## config.mk

```make
export PLATFORM = sky130hd
export DESIGN_NAME = msg_dispatch_controller
export DESIGN_NICKNAME = d
export VERILOG_FILES = /design/src/rtl/msg_dispatch_controller.sv
export SDC_FILE = /design/constraint.sdc
export NUM_CORES = 1
export LEC_CHECK = 0
export ABC_CLOCK_PERIOD_IN_PS = 12600
export CORE_ASPECT_RATIO = 1.1
export CORE_MARGIN = 5
export CORE_UTILIZATION = 49
export CTS_BUF_LIST = sky130_fd_sc_hd__clkbuf_8
export DETAILED_ROUTE_END_ITERATION = 16
export PLACE_DENSITY = 0.72
export SLEW_MARGIN = 30
export SYNTH_ARGS = -nofsm -noshare
export SYNTH_HDL_FRONTEND = slang
export SYNTH_SLANG_ARGS = --single-unit
```

## constraint.sdc

```tcl
create_clock -name Clock -period 12.6 [get_ports Clock]
set_input_delay 2.52 -clock Clock [delete_from_list [all_inputs] [get_ports Clock]]
set_output_delay 2.52 -clock Clock [all_outputs]
set_load 0.02 [all_outputs]
```

## src/rtl/msg_dispatch_controller.sv

```systemverilog
// msg_dispatch_controller
// Sequences one received message at a time once the header demux reports
// MessageComplete: validates the latched header, starts the matching handler,
// waits for it (bounded by a timeout), then requests an ACK/NAK reply.
// RxHold keeps the receive path off the data RAM while a message is in flight.
module msg_dispatch_controller #(
  parameter int          NUM_HANDLERS = 4,
  parameter logic [15:0] ID_BASE      = 16'h0100,
  parameter logic [15:0] SYNC_WORD    = 16'h1234,
  parameter logic [15:0] MAX_BYTES    = 16'd64,
  parameter logic [15:0] TIMEOUT      = 16'd1000
) (
  input  logic                    Clock,
  input  logic                    Clear,
  input  logic [15:0]             SyncWord,
  input  logic [15:0]             MessageID,
  input  logic [15:0]             ByteCount,
  input  logic [15:0]             SequenceNumber,
  input  logic                    MessageComplete,
  output logic                    RxHold,
  output logic [NUM_HANDLERS-1:0] HandlerStart,
  input  logic [NUM_HANDLERS-1:0] HandlerDone,
  output logic [15:0]             DataLength,
  output logic                    ReplyRequest,
  output logic [1:0]              ReplyCode,
  output logic [15:0]             ReplyMsgID,
  output logic [15:0]             ReplySeq,
  input  logic                    ReplyBusy,
  output logic [15:0]             MsgCount,
  output logic [15:0]             ErrorCount,
  output logic                    SeqGap,
  output logic                    Overrun
);

  localparam int          IdxW          = (NUM_HANDLERS > 1) ? $clog2(NUM_HANDLERS) : 1;
  localparam logic [15:0] NumHandlers16 = 16'(NUM_HANDLERS);
  localparam logic [15:0] TimeoutLast   = TIMEOUT - 16'd1;
  localparam logic [15:0] HeaderBytes   = 16'd8;
  localparam logic [15:0] CountMax      = 16'hFFFF;

  localparam logic [1:0] CODE_ACK     = 2'd0;
  localparam logic [1:0] CODE_BADLEN  = 2'd1;
  localparam logic [1:0] CODE_BADID   = 2'd2;
  localparam logic [1:0] CODE_TIMEOUT = 2'd3;  // also used for a bad sync word

  typedef enum logic [2:0] {
    IDLE     = 3'd0,
    CHECK    = 3'd1,
    DISPATCH = 3'd2,
    WAITDONE = 3'd3,
    REPLY    = 3'd4
  } dispatchState_t;

  // Saturating 16-bit increment for the message/error counters.
  function automatic logic [15:0] satInc(input logic [15:0] value);
    logic [15:0] result;
    if (value == CountMax) begin
      result = value;
    end else begin
      result = value + 16'd1;
    end
    return result;
  endfunction

  // One-hot decode of a handler index; out-of-range indices decode to zero.
  function automatic logic [NUM_HANDLERS-1:0] oneHot(input logic [IdxW-1:0] idx);
    logic [NUM_HANDLERS-1:0] vec;
    for (int i = 0; i < NUM_HANDLERS; i++) begin
      vec[i] = (idx == IdxW'(i));
    end
    return vec;
  endfunction

  dispatchState_t          state_r;
  logic [15:0]             msgId_r;
  logic [15:0]             byteCount_r;
  logic [15:0]             seq_r;
  logic [15:0]             sync_r;
  logic [15:0]             expectedSeq_r;
  logic                    firstSeen_r;
  logic [15:0]             timer_r;
  logic [IdxW-1:0]         handlerIdx_r;
  logic                    rxHold_r;
  logic [NUM_HANDLERS-1:0] handlerStart_r;
  logic [15:0]             dataLength_r;
  logic                    replyRequest_r;
  logic [1:0]              replyCode_r;
  logic [15:0]             replyMsgId_r;
  logic [15:0]             replySeq_r;
  logic [15:0]             msgCount_r;
  logic [15:0]             errorCount_r;
  logic                    seqGap_r;
  logic                    overrun_r;

  logic [15:0]             idOffset_s;
  logic                    checkFail_s;
  logic [1:0]              checkCode_s;
  logic                    doneHit_s;

  // Header validation on the latched fields, in priority order: sync, length, ID.
  // The ID offset is unsigned, so IDs below ID_BASE wrap high and fail too.
  always_comb begin
    idOffset_s  = msgId_r - ID_BASE;
    checkFail_s = 1'b1;
    checkCode_s = CODE_ACK;
    if (sync_r != SYNC_WORD) begin
      checkCode_s = CODE_TIMEOUT;
    end else if ((byteCount_r < HeaderBytes) || (byteCount_r > MAX_BYTES)) begin
      checkCode_s = CODE_BADLEN;
    end else if (idOffset_s >= NumHandlers16) begin
      checkCode_s = CODE_BADID;
    end else begin
      checkFail_s = 1'b0;
    end
  end

  // Only the done bit of the handler that was started is honoured.
  always_comb begin
    doneHit_s = |(HandlerDone & oneHot(handlerIdx_r));
  end

  // Message sequencer: capture, check, dispatch, wait, reply; all outputs registered.
  always_ff @(posedge Clock or posedge Clear) begin
    if (Clear) begin
      state_r        <= IDLE;
      msgId_r        <= 16'h0000;
      byteCount_r    <= 16'h0000;
      seq_r          <= 16'h0000;
      sync_r         <= 16'h0000;
      expectedSeq_r  <= 16'h0000;
      firstSeen_r    <= 1'b0;
      timer_r        <= 16'h0000;
      handlerIdx_r   <= {IdxW{1'b0}};
      rxHold_r       <= 1'b0;
      handlerStart_r <= {NUM_HANDLERS{1'b0}};
      dataLength_r   <= 16'h0000;
      replyRequest_r <= 1'b0;
      replyCode_r    <= 2'd0;
      replyMsgId_r   <= 16'h0000;
      replySeq_r     <= 16'h0000;
      msgCount_r     <= 16'h0000;
      errorCount_r   <= 16'h0000;
      seqGap_r       <= 1'b0;
      overrun_r      <= 1'b0;
    end else begin
      // Pulse outputs default low every cycle.
      handlerStart_r <= {NUM_HANDLERS{1'b0}};
      replyRequest_r <= 1'b0;
      seqGap_r       <= 1'b0;

      // A completion arriving while busy is dropped, but remembered.
      if (MessageComplete && (state_r != IDLE)) begin
        overrun_r <= 1'b1;
      end

      case (state_r)
        IDLE: begin
          if (MessageComplete) begin
            msgId_r       <= MessageID;
            byteCount_r   <= ByteCount;
            seq_r         <= SequenceNumber;
            sync_r        <= SyncWord;
            rxHold_r      <= 1'b1;
            seqGap_r      <= firstSeen_r && (SequenceNumber != expectedSeq_r);
            expectedSeq_r <= SequenceNumber + 16'd1;
            firstSeen_r   <= 1'b1;
            state_r       <= CHECK;
          end
        end

        CHECK: begin
          if (checkFail_s) begin
            replyCode_r  <= checkCode_s;
            replyMsgId_r <= msgId_r;
            replySeq_r   <= seq_r;
            errorCount_r <= satInc(errorCount_r);
            state_r      <= REPLY;
          end else begin
            // Start pulse and length become visible during the DISPATCH cycle.
            handlerIdx_r   <= idOffset_s[IdxW-1:0];
            handlerStart_r <= oneHot(idOffset_s[IdxW-1:0]);
            dataLength_r   <= byteCount_r - HeaderBytes;
            state_r        <= DISPATCH;
          end
        end

        DISPATCH: begin
          timer_r <= 16'h0000;
          state_r <= WAITDONE;
        end

        WAITDONE: begin
          // Done is tested first so it wins over a coincident timeout.
          if (doneHit_s) begin
            replyCode_r  <= CODE_ACK;
            replyMsgId_r <= msgId_r;
            replySeq_r   <= seq_r;
            msgCount_r   <= satInc(msgCount_r);
            state_r      <= REPLY;
          end else if (timer_r == TimeoutLast) begin
            replyCode_r  <= CODE_TIMEOUT;
            replyMsgId_r <= msgId_r;
            replySeq_r   <= seq_r;
            errorCount_r <= satInc(errorCount_r);
            state_r      <= REPLY;
          end else begin
            timer_r <= timer_r + 16'd1;
          end
        end

        REPLY: begin
          if (!ReplyBusy) begin
            replyRequest_r <= 1'b1;
            rxHold_r       <= 1'b0;
            state_r        <= IDLE;
          end
        end

        default: begin
          rxHold_r <= 1'b0;
          state_r  <= IDLE;
        end
      endcase
    end
  end

  assign RxHold       = rxHold_r;
  assign HandlerStart = handlerStart_r;
  assign DataLength   = dataLength_r;
  assign ReplyRequest = replyRequest_r;
  assign ReplyCode    = replyCode_r;
  assign ReplyMsgID   = replyMsgId_r;
  assign ReplySeq     = replySeq_r;
  assign MsgCount     = msgCount_r;
  assign ErrorCount   = errorCount_r;
  assign SeqGap       = seqGap_r;
  assign Overrun      = overrun_r;

endmodule

```

-- Yosys cells after proc, flatten, opt, wreduce, memory -nomap -nowiden
Cells that the tools add are included.
- add/subtract/negate cells: 6
- $lt $le $gt $ge: 3
- equal/unequal tests: 22
- muxes and demuxes: 41
- bitwise logic cells: 4
- reduce and logical (&&, ||, !) cells: 19
- operator list (kind ; number):
    2-to-1 mux 16 bit ; 12
    case mux 16 bit (2 select lines) ; 4
    adder 16 x 1 -> 16 bit (second input constant) ; 4
    equality test 16 bit (second input constant) ; 2
    equality test 16 x 10 -> 1 bit (second input constant) ; 1
    greater-or-equal comparator 16 x 3 -> 1 bit (second input constant) ; 1
    greater-than comparator 16 x 7 -> 1 bit (second input constant) ; 1
    < comparator 16 x 4 -> 1 bit (second input constant) ; 1
    inequality test 16 x 13 -> 1 bit (second input constant) ; 1
    inequality test 16 bit ; 1
    subtractor 16 x 4 -> 16 bit (second input constant) ; 1
    subtractor 16 x 9 -> 16 bit (second input constant) ; 1
    2-to-1 mux 3 bit ; 5
    case mux 3 bit (5 select lines) ; 1
    AND reduction 3 bit ; 5
    2-to-1 mux 2 bit ; 6
    inequality test 2 bit (second input constant) ; 6
    2-to-1 mux 1 bit ; 9
    equality test 2 bit (second input constant) ; 4
    2-to-1 mux 4 bit ; 2
    equality test 3 x 2 -> 1 bit (second input constant) ; 2
    AND 4 bit ; 1
    equality test 2 x 1 -> 1 bit (second input constant) ; 2
    zero test 2 bit ; 2
    other kinds (15) ; 20
- bits in registers: 192
- logic and storage cells: 115

-- Logic depth before layout (Yosys ltp)
- word-level depth: 7
- gate-level depth with buffers: 8
- depth with buffers taken out: 7

-- Worst setup path before layout
No wires, ideal clock.
- path type: input -> register
- from: input port HandlerDone[3]
- to: register replyMsgId_r[12], in the netlist ReplyMsgID[12]
- data arrival time: 4019 ps
- path slack: 8454 ps
- cell stages on the path: 5
- buffers on the path: 1
- path through: mux4_2 > nor3_2 > nor3_4 > buf_6 > mux2_1
- cells in the longest elaborated chain, start to end: 4
- ends and longest elaborated chain (what ; line ; text):
    from (decl) ; 22 ; input logic [NUM_HANDLERS-1:0] HandlerDone,
    AND 4 bit (*) ; 119 ; doneHit_s = |(HandlerDone & oneHot(handlerIdx_r));
    OR reduction 4 bit (*) ; 119 ;
    inequality test 3 bit (no source line) / 2-to-1 mux 16 bit (equally long branches) ; -- ;
    AND reduction 3 bit (no source line) / case mux 16 bit (2 select lines) (equally long branches) ; -- ;
    to (signal assigned) ; 174 ; replyMsgId_r <= msgId_r;
    to (signal assigned) ; 196 ; replyMsgId_r <= msgId_r;
    to (signal assigned) ; 202 ; replyMsgId_r <= msgId_r;
    to (decl) ; 88 ; logic [15:0] replyMsgId_r;
Mark *: on every way between the ends. The rest lies on a longest branch, timed or not.
A chain may end at the register's enable or synchronous reset.

-- Final worst setup path
Ends and elaborated chain as after synthesis.

==> flow_summary.toml <==
[finish]
fillers = 1343
n_antenna_cell = 0
nets = 915
mostFrequentLayoutCell = "dfrtp_1"
area_growth_pct = 26.52
stdcell_area_um2 = 10570
layout-drive-gt1-share_pct = 16.92
most-common-layout-cells = "dfrtp_1 (192), clkdlybuf4s50_1 (161), mux2_2 (95)"

[placement]
placed_cell_area_um2 = 10140
place.port_buffers = 161
dp_hpwl_um = 13270
gp_congestion = 0.8152

[synth]
synth_cell_types = 45
syn_area_um2 = 8352
yosysWarnings = 0
synth_nets = 759
synth_edf_count = 0
syn_area_per_cell_um2 = 12.25
yosysSeqAreaShare_pct = 57.53
synth-seq-cells = 192
synth_ff_type = "dfrtp_1"
ys_async_sr_fraction_pct = 100.0
syn_inst = 682

[power_and_ir_drop]
ir_drop_uv = 139.8
cellPowerDensity_nw_per_um2 = 190.4
p_leak_nw = 4.444

[cts]
cts_max_level = 4
cts_setup_buffers = 0
path_clk_slew_ps = 90
cts.hold.buffers_added = 0
cts_tree = "done"
cts_buffers = 17
root_buffer = "clkbuf_8"
cts.sinks = 192
clk_latency_ps = 460
cts_resized = 0
clock_path_buffers = 2

[critical_path]
critPathSlowestCell = "mux4_2"
worst-path-max-fanout = 35
required_ps = 12930
critPathKind = "input pin to flip-flop"
cp.arrival_ps = 4700
crit_path_end_kind = "flip-flop"
path_cells = "clkdlybuf4s50_1, mux4_2, nor3_2, nor3_4, buf_4, mux2_1"
start_kind = "input pin"
max_stage_delay_ps = 540

[timing]
finalClockSkew_ps = 10.05
grt_setup_unrepaired = "false"
period_share_pct = 34.61
fin_setup_tns_ps = 0
tightestPinTransition_ps = 845.2
setup_violations = 0
finalHoldViolCount = 0
max-slew-margin-rel_pct = 43.66
fmax_ghz = 0.2293
fin_crit_ps = 4361
drv_slew = 0

[floorplan]
start_util_pct = 49.44
chipWidth_um = 134.5
num_io_pins = 162
core_area_um2 = 16890
die_h_um = 146.9
row_count = 50
dieArea_um2 = 19760

[grt]
grt_max_degree = 133
grt_overflow = 0
track_usage_pct = 19.42
grt_pass1_vias = 5952
antenna_found_initial = 0
grt_pass1_wl_um = 30830

[route]
drc_errors = 0
dr.first_iter.drc_count = 361
wl_um = 18430
ant_nets = 0
routedWlPerCell_um = 17.41
drt-pass1-iter-count = 4
vias = 5739
vias_per_cell = 5.419

[min_path]
hp-class = "flip-flop to flip-flop"

[job]
drv_cap = 0

[status]
status = "finished, final reports clean"
## metal layers
layer	wire length, µm	global-route usage, %	vias to the layer above	share of wire (%)
met5	0	0	-	0
met3	1085	5.719	23	5.9
met1	7939	24.72	2875	43
li1	-	-	2706	-
met2	9133	32.39	135	50
met4	272	5.550	0	1.5
## path summary, 6_finish.rpt
kind	endpoint	slack, ps	cells after the start	start
setup / recovery	ReplyMsgID[12]$_DFFE_PP0P_	8240	6	HandlerDone[3]
hold / removal	firstSeen_r$_DFFE_PP0P_	480	1	firstSeen_r$_DFFE_PP0P_
setup reg to reg	ReplyMsgID[12]$_DFFE_PP0P_	9660	7	sync_r[11]$_DFFE_PP0P_
max in group asynchronous	ReplyMsgID[5]$_DFFE_PP0P_	8780	3	Clear
hold reg to reg	firstSeen_r$_DFFE_PP0P_	480	1	firstSeen_r$_DFFE_PP0P_
min in group asynchronous	ErrorCount[5]$_DFFE_PP0P_	2550	2	Clear
## cell families after synthesis
kind of cell | share of synthesized area [%]
simple gates | 14.49
flops | 57.53
mux | 13.89
xor+xnor | 7.970
compound gates | 3.446
buf+inv | 1.933
fa+ha+maj | 0.7491
## flip-flops by register name, indices dropped and copies added (netlist names), 2 cells and up
name / cells
timer_r: 16
handlerIdx_r: 2
ReplyCode: 2
msgId_r: 16
DataLength: 16
HandlerStart: 4
MsgCount: 16
byteCount_r: 16
ReplySeq: 16
ErrorCount: 16
sync_r: 16
seq_r: 16
expectedSeq_r: 16
state_r: 3
ReplyMsgID: 16
## synthesized netlist by cell type, types with 3 or more instances
cell type,number,area (µm²)
a21oi_1,26,130.1
a31oi_1,7,43.79
and2_1,13,81.33
and3_1,16,100.1
and4_1,7,61.31
buf_6,3,33.78
clkbuf_1,24,90.09
dfrtp_1,192,4805
ha_1,5,62.56
inv_1,9,33.78
mux2_1,6,67.56
mux2_2,95,1070
nand2_1,31,116.4
nand2b_1,3,18.77
nand3_1,31,155.2
nand4_1,27,168.9
nor2_1,47,176.4
nor2b_1,6,37.54
nor3_1,11,55.05
nor4_1,11,68.82
nor4b_1,5,43.79
o21ai_0,10,50.05
xnor2_1,30,262.8
xor2_1,46,402.9
## layout make-up
cell class,count,area [µm²],share of cell area (%)
timing repair buffer,165,1645,15.57
multi-input combinational,453,3400,32.17
tap,208,260.3,2.463
sequential,192,4805,45.47
inverter,9,46.29,0.4381
clock inverter,10,107.6,1.018
clock buffer,22,302.8,2.866
## critical path: cells and delay by family
kind                   cells  cell delay, ps
buffers and inverters      2             700
multiplexers               2             920
AND/OR/NAND/NOR            2             540
## stage by stage
stage	std cells	setup WS, ps	hold slack (ps)	total power [mW]	util, %
after floorplan	682	4853	430.2	1.363	-
after global placement	1026	7671	450.3	1.590	59.99
after detailed placement	1026	7765	457.9	1.624	60.01
after global routing	1059	8153	489.7	2.129	62.56
after CTS	1058	8254	484.1	2.037	62.44
final	1059	8239	480.6	2.012	62.56
## power by group
group | total [mW] | switching (mW) | internal (mW)
combinational | 0.649 | 0.297 | 0.351
sequential | 0.955 | 0.138 | 0.817
clock | 0.408 | 0.206 | 0.202
total | 2.01 | 0.642 | 1.37
Power figures use the tool's default switching activity.
